$ cat config.mk
export PLATFORM = sky130hd
export DESIGN_NAME = fetch_bundle_queue_flat
export DESIGN_NICKNAME = d
export VERILOG_FILES = /design/src/rtl/fetch_bundle_queue_if.sv /design/src/rtl/fetch_bundle_queue.sv /design/src/flat_wrapper.sv
export SDC_FILE = /design/constraint.sdc
export NUM_CORES = 2
export LEC_CHECK = 0
export BUFFER_PORTS_ARGS = -buffer_cell sky130_fd_sc_hd__buf_2
export CAP_MARGIN = 20
export CORE_AREA = 2 2 304 306
export DETAILED_ROUTE_END_ITERATION = 10
export DIE_AREA = 0 0 306 308
export PLACE_DENSITY_LB_ADDON = 0.08
export SLEW_MARGIN = 25
export SYNTH_ARGS = -nofsm -noshare
export SYNTH_HDL_FRONTEND = slang
export SYNTH_SLANG_ARGS = --single-unit
$ cat constraint.sdc
create_clock -name clk -period 10.2 [get_ports clk]
set_input_delay 2.04 -clock clk [delete_from_list [all_inputs] [get_ports clk]]
set_output_delay 2.04 -clock clk [all_outputs]
set_load 0.01 [all_outputs]
$ cat src/rtl/fetch_bundle_queue_if.sv
// fetch_bundle_queue_if: imem, redirect and issue-side signals of fetch_bundle_queue.
// FETCH_QUEUE_PERF_EN adds the perf counter outputs.
interface fetch_bundle_queue_if #(
   parameter int FETCH_WIDTH = 8,
   parameter int DEPTH       = 4
);
   localparam int CW = $clog2(FETCH_WIDTH+1);
   localparam int QW = $clog2(DEPTH+1);
   logic [31:0]                  o_imem_addr;
   logic [FETCH_WIDTH-1:0][31:0] i_imem_data;
   logic                         i_redirect_valid;
   logic [31:0]                  i_redirect_pc;
   logic                         o_out_valid;
   logic [31:0]                  o_out_pc;
   logic [FETCH_WIDTH-1:0][31:0] o_out_instr;
   logic [CW-1:0]                o_out_count;
   logic [CW-1:0]                i_consume_count;
   logic                         o_consume_error;
   logic [QW-1:0]                o_queue_count;
`ifdef FETCH_QUEUE_PERF_EN
   logic [31:0]                  o_perf_full_cycles;
   logic [31:0]                  o_perf_flush_count;
   modport slave (
      output o_imem_addr, o_out_valid, o_out_pc, o_out_instr, o_out_count, o_consume_error, o_queue_count,
             o_perf_full_cycles, o_perf_flush_count,
      input  i_imem_data, i_redirect_valid, i_redirect_pc, i_consume_count
   );
   modport master (
      input  o_imem_addr, o_out_valid, o_out_pc, o_out_instr, o_out_count, o_consume_error, o_queue_count,
             o_perf_full_cycles, o_perf_flush_count,
      output i_imem_data, i_redirect_valid, i_redirect_pc, i_consume_count
   );
`else
   modport slave (
      output o_imem_addr, o_out_valid, o_out_pc, o_out_instr, o_out_count, o_consume_error, o_queue_count,
      input  i_imem_data, i_redirect_valid, i_redirect_pc, i_consume_count
   );
   modport master (
      input  o_imem_addr, o_out_valid, o_out_pc, o_out_instr, o_out_count, o_consume_error, o_queue_count,
      output i_imem_data, i_redirect_valid, i_redirect_pc, i_consume_count
   );
`endif
endinterface

$ cat src/rtl/fetch_bundle_queue.sv
// fetch_bundle_queue: imem fetch buffer presenting bundles aligned at the oldest unconsumed instruction.
// FETCH_QUEUE_PERF_EN adds saturating full-stall and flush counters.
module fetch_bundle_queue #(
   parameter int          FETCH_WIDTH = 8,
   parameter int          DEPTH       = 4,
   parameter logic [31:0] START_PC    = 32'h0000_3000
) (
   input logic                 clk,
   input logic                 reset,
   fetch_bundle_queue_if.slave bus
);
   localparam int CW = $clog2(FETCH_WIDTH+1);
   localparam int QW = $clog2(DEPTH+1);
   localparam int OW = $clog2(FETCH_WIDTH);
   localparam int AW = $clog2(DEPTH);
   typedef enum logic {RUN, FLUSH} state_t;
   state_t                       r_state, w_state_nxt;
   logic [31:0]                  r_fetch_pc, r_req_pc;
   logic                         r_pend, r_epoch, r_req_epoch, r_err;
   logic [AW-1:0]                r_wp, r_rp;
   logic [QW-1:0]                r_cnt;
   logic [OW-1:0]                r_off;
   logic [FETCH_WIDTH-1:0][31:0] r_data [DEPTH];
   logic [31:0]                  r_pc [DEPTH];
   logic                         w_redir, w_valid, w_room, w_issue, w_push, w_pop;
   logic [CW-1:0]                w_avail, w_eff, w_sum;
   assign w_redir = bus.i_redirect_valid;
   assign w_valid = r_cnt != '0;
   assign w_room  = (r_cnt + QW'(r_pend)) < QW'(DEPTH);
   assign w_avail = w_valid ? CW'(FETCH_WIDTH) - CW'(r_off) : '0;
   assign w_eff   = bus.i_consume_count > w_avail ? w_avail : bus.i_consume_count;
   assign w_sum   = CW'(r_off) + w_eff;
   assign w_pop   = w_valid && w_sum == CW'(FETCH_WIDTH);
   // responses issued before a redirect carry the old epoch and are dropped
   assign w_push  = r_pend && r_req_epoch == r_epoch;
   assign bus.o_imem_addr     = r_fetch_pc;
   assign bus.o_out_valid     = w_valid;
   assign bus.o_out_count     = w_avail;
   assign bus.o_out_pc        = w_valid ? r_pc[r_rp] + 32'({r_off, 2'b00}) : '0;
   assign bus.o_out_instr     = w_valid ? r_data[r_rp] >> {r_off, 5'd0} : '0;
   assign bus.o_consume_error = r_err;
   assign bus.o_queue_count   = r_cnt;
   always_ff @(posedge clk or posedge reset)
      if (reset) r_state <= RUN;
      else r_state <= w_state_nxt;
   always_comb begin
      w_state_nxt = w_redir ? FLUSH : RUN;
      w_issue = !w_redir && (r_state == FLUSH || w_room);
   end
   always_ff @(posedge clk)
      if (w_push) begin
         r_data[r_wp] <= bus.i_imem_data;
         r_pc[r_wp]   <= r_req_pc;
      end
   always_ff @(posedge clk or posedge reset)
      if (reset) begin
         r_fetch_pc  <= START_PC;
         r_req_pc    <= '0;
         r_pend      <= 1'b0;
         r_epoch     <= 1'b0;
         r_req_epoch <= 1'b0;
         r_err       <= 1'b0;
         r_wp        <= '0;
         r_rp        <= '0;
         r_cnt       <= '0;
         r_off       <= '0;
      end else if (w_redir) begin
         r_fetch_pc <= {bus.i_redirect_pc[31:2], 2'b00};
         r_pend     <= 1'b0;
         r_epoch    <= ~r_epoch;
         r_wp       <= '0;
         r_rp       <= '0;
         r_cnt      <= '0;
         r_off      <= '0;
      end else begin
         r_pend <= w_issue;
         if (w_issue) begin
            r_fetch_pc  <= r_fetch_pc + 32'(4*FETCH_WIDTH);
            r_req_pc    <= r_fetch_pc;
            r_req_epoch <= r_epoch;
         end
         if (w_push) r_wp <= r_wp + AW'(1);
         if (w_pop) begin
            r_rp  <= r_rp + AW'(1);
            r_off <= '0;
         end else r_off <= OW'(w_sum);
         r_cnt <= r_cnt + QW'(w_push) - QW'(w_pop);
         if (bus.i_consume_count > w_avail) r_err <= 1'b1;
      end
`ifdef FETCH_QUEUE_PERF_EN
   logic [31:0] r_full, r_flush;
   always_ff @(posedge clk or posedge reset)
      if (reset) begin
         r_full  <= '0;
         r_flush <= '0;
      end else begin
         if (!w_redir && !w_issue && r_full != '1) r_full <= r_full + 32'd1;
         if (w_redir && r_flush != '1) r_flush <= r_flush + 32'd1;
      end
   assign bus.o_perf_full_cycles = r_full;
   assign bus.o_perf_flush_count = r_flush;
`endif
endmodule

$ cat src/flat_wrapper.sv
// flat-port wrapper written by rule: the top's interface ports become plain ports
module fetch_bundle_queue_flat 
#(
   parameter int          FETCH_WIDTH = 8,
   parameter int          DEPTH       = 4,
   parameter logic [31:0] START_PC    = 32'h0000_3000
)
  (clk, reset, bus_o_imem_addr, bus_o_out_valid, bus_o_out_pc, bus_o_out_instr, bus_o_out_count, bus_o_consume_error, bus_o_queue_count, bus_i_imem_data, bus_i_redirect_valid, bus_i_redirect_pc, bus_i_consume_count);
  fetch_bundle_queue_if #(.FETCH_WIDTH(FETCH_WIDTH), .DEPTH(DEPTH)) bus_i ();
  input logic clk;
  input logic reset;
  output wire logic [$bits(bus_i.o_imem_addr)-1:0] bus_o_imem_addr;
  output wire logic [$bits(bus_i.o_out_valid)-1:0] bus_o_out_valid;
  output wire logic [$bits(bus_i.o_out_pc)-1:0] bus_o_out_pc;
  output wire logic [$bits(bus_i.o_out_instr)-1:0] bus_o_out_instr;
  output wire logic [$bits(bus_i.o_out_count)-1:0] bus_o_out_count;
  output wire logic [$bits(bus_i.o_consume_error)-1:0] bus_o_consume_error;
  output wire logic [$bits(bus_i.o_queue_count)-1:0] bus_o_queue_count;
  input wire logic [$bits(bus_i.i_imem_data)-1:0] bus_i_imem_data;
  input wire logic [$bits(bus_i.i_redirect_valid)-1:0] bus_i_redirect_valid;
  input wire logic [$bits(bus_i.i_redirect_pc)-1:0] bus_i_redirect_pc;
  input wire logic [$bits(bus_i.i_consume_count)-1:0] bus_i_consume_count;
  assign bus_o_imem_addr = bus_i.o_imem_addr;
  assign bus_o_out_valid = bus_i.o_out_valid;
  assign bus_o_out_pc = bus_i.o_out_pc;
  assign bus_o_out_instr = bus_i.o_out_instr;
  assign bus_o_out_count = bus_i.o_out_count;
  assign bus_o_consume_error = bus_i.o_consume_error;
  assign bus_o_queue_count = bus_i.o_queue_count;
  assign bus_i.i_imem_data = bus_i_imem_data;
  assign bus_i.i_redirect_valid = bus_i_redirect_valid;
  assign bus_i.i_redirect_pc = bus_i_redirect_pc;
  assign bus_i.i_consume_count = bus_i_consume_count;
  fetch_bundle_queue #(.FETCH_WIDTH(FETCH_WIDTH), .DEPTH(DEPTH), .START_PC(START_PC)) u_core (.clk(clk), .reset(reset), .bus(bus_i));
endmodule
# Word level (Yosys, flattened, before mapping)
# Memory sizes are Yosys's and may differ from the RTL's.
# Cells that the tools add are included.
# totals
romBits,0
ram_bits,1152
latchBits,0
elab_cells,57
regBits,79
n_memories,2
# memory_table
memory,words,width,rd,rd_ports_with_merged_regs,wr,line_no,text
u_core.r_data,4,256,1,0,1,fetch_bundle_queue.sv:23,logic [FETCH_WIDTH-1:0][31:0] r_data [DEPTH];
u_core.r_pc,4,32,1,0,1,fetch_bundle_queue.sv:24,logic [31:0] r_pc [DEPTH];
# classes
n_mul,0
muxes,17
n_reduce_logical,11
shifts,1
div,0
n_lt_le_gt_ge,2
eq_ne,2
addsub,9
n_bitwise,2
# op_table
cell,n
$mux W256,1
$shr A256 B8 Y256,1
$mux W32,3
$add A32 B5 Y32,1
$add A32 B6 Y32 const B,1
$mux W3,3
$mux W2,4
$mux W4,2
$add A3 B1 Y3,2
$reduce_bool A2 Y1,3
$add A2 B1 Y2 const B,2
$add A3 B4 Y4,1
$eq A4 B4 Y1 const B,1
$gt A4 B4 Y1,1
$mux W1,4
$reduce_and A2 Y1,2
$sub A4 B3 Y4 const A,1
$logic_and A1 B1 Y1,3
$lt A3 B3 Y1 const B,1
$reduce_bool A3 Y1,1
$sub A3 B1 Y3,1
$not A1 Y1,2
$eq A1 B1 Y1,1
$logic_not A1 Y1,1
$logic_or A1 B1 Y1,1

# Longest topological paths before layout
# depth
depth_word,9
mapped_depth,28
ltp_nobuf,24

# Least setup slack after synthesis
# OpenSTA, ideal clock, no wires.
# synth_path
kind,register -> register
from,reg u_core.r_epoch
to,"mem u_core.r_data[3][0] (netlist bit), enable pin"
stages_incl_launch_ff,3
setup_slack_ns,2.283
t_arrival_ns,7.231
n_path_buf,0
path_cell_list,dfrtp_1 > xnor2_1 > and3_1
# synth_via
elab_chain_cells,4
# synth_rtl
item,line_no,text
"start, declared",fetch_bundle_queue.sv:19,"logic r_pend, r_epoch, r_req_epoch, r_err;"
"start signal, assigned",fetch_bundle_queue.sv:70,r_epoch <= ~r_epoch;
$eq A1 B1 Y1,fetch_bundle_queue.sv:35,assign w_push = r_pend && r_req_epoch == r_epoch;
$logic_and A1 B1 Y1,fetch_bundle_queue.sv:35,
$mux W1,fetch_bundle_queue.sv:51,if (w_push) begin
$mux W1 (not written as such),fetch_bundle_queue.sv:52,r_data[r_wp] <= bus.i_imem_data;
"end, declared",fetch_bundle_queue.sv:23,
# Every way passes these cells.

# Worst setup path after layout
# layout_path
from,reg u_core.r_rp[0]
to,out bus_o_out_instr[3]
# layout_via
elab_chain_cells,3
# layout_rtl
item,line_no,text
"start, declared",fetch_bundle_queue.sv:20,"logic [AW-1:0] r_wp, r_rp;"
"start signal, assigned",fetch_bundle_queue.sv:84,r_rp <= r_rp + AW'(1);
$mem_v2 Z4 W256,--,
$shr A256 B8 Y256,fetch_bundle_queue.sv:40,"assign bus.o_out_instr = w_valid ? r_data[r_rp] >> {r_off, 5'd0} : '0;"
$mux W256,fetch_bundle_queue.sv:40,
"end, declared",flat_wrapper.sv:15,output wire logic [$bits(bus_i.o_out_instr)-1:0] bus_o_out_instr;
# Every way passes these cells.

==> results_dict.tcl <==
set metrics [dict create \
    status "completed" \
    report.final.slew_viol_count 0 \
    syn-cell-area_sq_um 52500 \
    async_reset_ff_frac 0.0615 \
    power_mw 18.1 \
    firstDrtPassIters 9 \
    endpoint_kind "primary output" \
    synth_top_cell_by_area "edfxtp_1" \
    crit_path_start "u_core.r_rp[0]$_DFFE_PP0P_" \
    tns_ns 0 \
    vdd.ir_drop.worst_mv 0.280 \
    dieHeight_um 308 \
    clk_latency_ns 0.70 \
    hold_violations 0 \
    path_clk_slew_ns 0.06 \
    whs_path_depth 1 \
    synth.yosys.seq_area_share 0.690 \
    postSynthAreaPerCell_sq_um 15.7 \
    hold_buffers 0 \
    cts_tree "yes" \
    rsz0062_at_grt "false" \
    synth_top_area_share 0.654 \
    finalSetupViolCount 0 \
    io_pins 624 \
    crit_arrival_ns 5.22 \
    die_x_um 306 \
    cts_max_path_buffers 3 \
    yosysMostFrequentCell "edfxtp_1" \
    synth_cell_type_count 56 \
    clkSinkCount 1219 \
    area_growth_pct 14.8 \
    synth.area.top_cells "edfxtp_1 65%, mux4_2 12%, nand2_1 4.2%" \
    cp-start-kind "register" \
    worstPathRequired_ns 8.16 \
    htree_levels 3 \
    fin_skew_ns 0.0204 \
    reg2reg_from "u_core.r_off[1]$_DFF_PP0_" \
    gp_congestion 0.981 \
    core_sq_um 91000 \
    drt_wl_total_um 156000 \
    synthCells 3338 \
    drive_gt1_frac 0.299 \
    p_leak_nw 22.1 \
    max-cap-violations 0 \
    dr.first_iter.drc_count 3763 \
    synth_ff_type "edfxtp_1" \
    crit_fanout 107 \
    numCtsBuffers 120 \
    portBuffers 617 \
    synth_common_cells "1144 x edfxtp_1, 582 x nand2_1, 321 x nor2_1, 286 x mux4_2, 133 x clkbuf_1" \
    nets 4219 \
    fill_cells 6500 \
    grt_max_degree 171 \
    crit_type "register to primary output" \
    hp-class "register to register" \
    grt_use_total 0.330 \
    gr-total-overflow 0 \
    synth-seq-cells 1219 \
    dp_slack_ns 3.46 \
    setup_slack_ns 2.94 \
    maxSlewHeadroom 0.239 \
    ant_nets 0 \
    grt_pass1_wl_um 223000 \
    drc_errors 0 \
    max_freq_ghz 0.138 \
    min_from "u_core.bus.o_consume_error$_DFFE_PP0P_" \
    worst_slew_pin_slew_ns 1.14 \
    via_per_inst 6.25 \
    fin_crit_sh 0.712 \
    fin_crit_ns 7.26 \
    start_util 0.577 \
    rows 111 \
    power_density_nw_per_um2 300 \
    cts_resized 0 \
    r2r_cells 23 \
    antenna_found_initial 71 \
    root_buffer "clkbuf_16" \
    die_area_sq_um 94200 \
    yosys_warnings 0 \
    hpwlAfterDp_um 104000 \
    first_global_vias 32500 \
    num_vias 32600 \
    post_cts_buffers 0 \
    synth_edf_count 1144 \
    routedWlPerCell_um 29.9 \
]
[registers in the layout, indices dropped and copies added, names as in the netlist, 2 cells and up]
register / cells
u_core.r_rp: 2
u_core.r_off: 3
u_core.r_req_pc: 30
u_core.r_data: 1024
u_core.r_wp: 2
u_core.bus.o_queue_count: 3
u_core.r_pc: 120
u_core.bus.o_imem_addr: 30
[per-stage QoR]
step / instances / hold slack [ns] / utilization / cell area (sq um)
after floorplan: 3341 / 0.467 / - / 52500
after global placement: 4967 / 0.452 / 0.621 / 56500
after detailed placement: 4967 / 0.461 / 0.621 / 56500
after CTS: 5191 / 0.472 / 0.662 / 60200
after global routing: 5213 / 0.483 / 0.663 / 60300
final: 5223 / 0.473 / 0.663 / 60300
[worst paths after layout]
kind	endpoint	slack [ns]
setup / recovery	bus_o_out_instr[3]	2.94
hold / removal	u_core.bus.o_consume_error$_DFFE_PP0P_	0.47
setup reg to reg	u_core.bus.o_queue_count[2]$_DFF_PP0_	3.67
hold reg to reg	u_core.bus.o_consume_error$_DFFE_PP0P_	0.47
max in group asynchronous	u_core.r_rp[0]$_DFFE_PP0P_	8.10
min in group asynchronous	u_core.bus.o_imem_addr[9]$_DFFE_PP0N_	1.55
[worst max-delay path: stages (launching register included)]
cell and delay [ns]:
dfrtp_4 0.88, buf_4 0.59, buf_12 0.71, mux4_2 0.65, mux2i_1 0.82, nand2_1 0.10
o21ai_0 0.15, mux2_2 0.21, nor2_1 0.04, buf_2 0.18
[logic make-up after synthesis]
| family | share of synthesized area |
|---|---|
| other | 0.0000714 |
| XOR/XNOR | 0.0102 |
| AND/OR/NAND/NOR | 0.0855 |
| flip-flops | 0.690 |
| buffers and inverters | 0.0213 |
| AO/OA/AOI/OAI | 0.0341 |
| adder cells (fa/ha/maj) | 0.00543 |
| multiplexers | 0.153 |
[area by class of cell]
type                       count  area (sq um)  area share
clock inverter                71           558     0.00925
inverter                      19          82.6     0.00137
clock buffer                 153          3160      0.0524
multi-input combinational   1886         15200       0.253
tap                         1186          1480      0.0246
timing repair buffer         657          3460      0.0574
antenna                       32          80.1     0.00133
sequential                  1219         36200       0.601
[layer usage]
layer  global-route usage  vias to the layer above  part of all wire
li1                     -                    13900                 -
met1                0.415                    16500              0.36
met2                0.545                     1825              0.50
met3               0.0921                      346              0.10
met4                0.134                       38             0.040
met5                    0                        -            0.0016
[report_power, final]
part | internal (mW) | switching (mW)
clock network | 2.36 | 1.84
logic | 2.48 | 4.84
registers | 6.29 | 0.261
[layout by cell type (no fill, tap or decap), types with 32 or more instances in the layout]
cell       instances
a21oi_1          122
and2_1            39
and3_1            45
buf_2            617
buf_4             32
clkbuf_16        121
dfrtp_1           68
diode_2           32
edfxtp_1        1144
mux2_2            57
mux2i_1           97
mux4_2           286
nand2_1          579
nand3_1           42
nor2_1           318
o21ai_0           65
o32ai_1           32
xor2_1            39
Note: power is estimated with default switching activity, not from simulation.
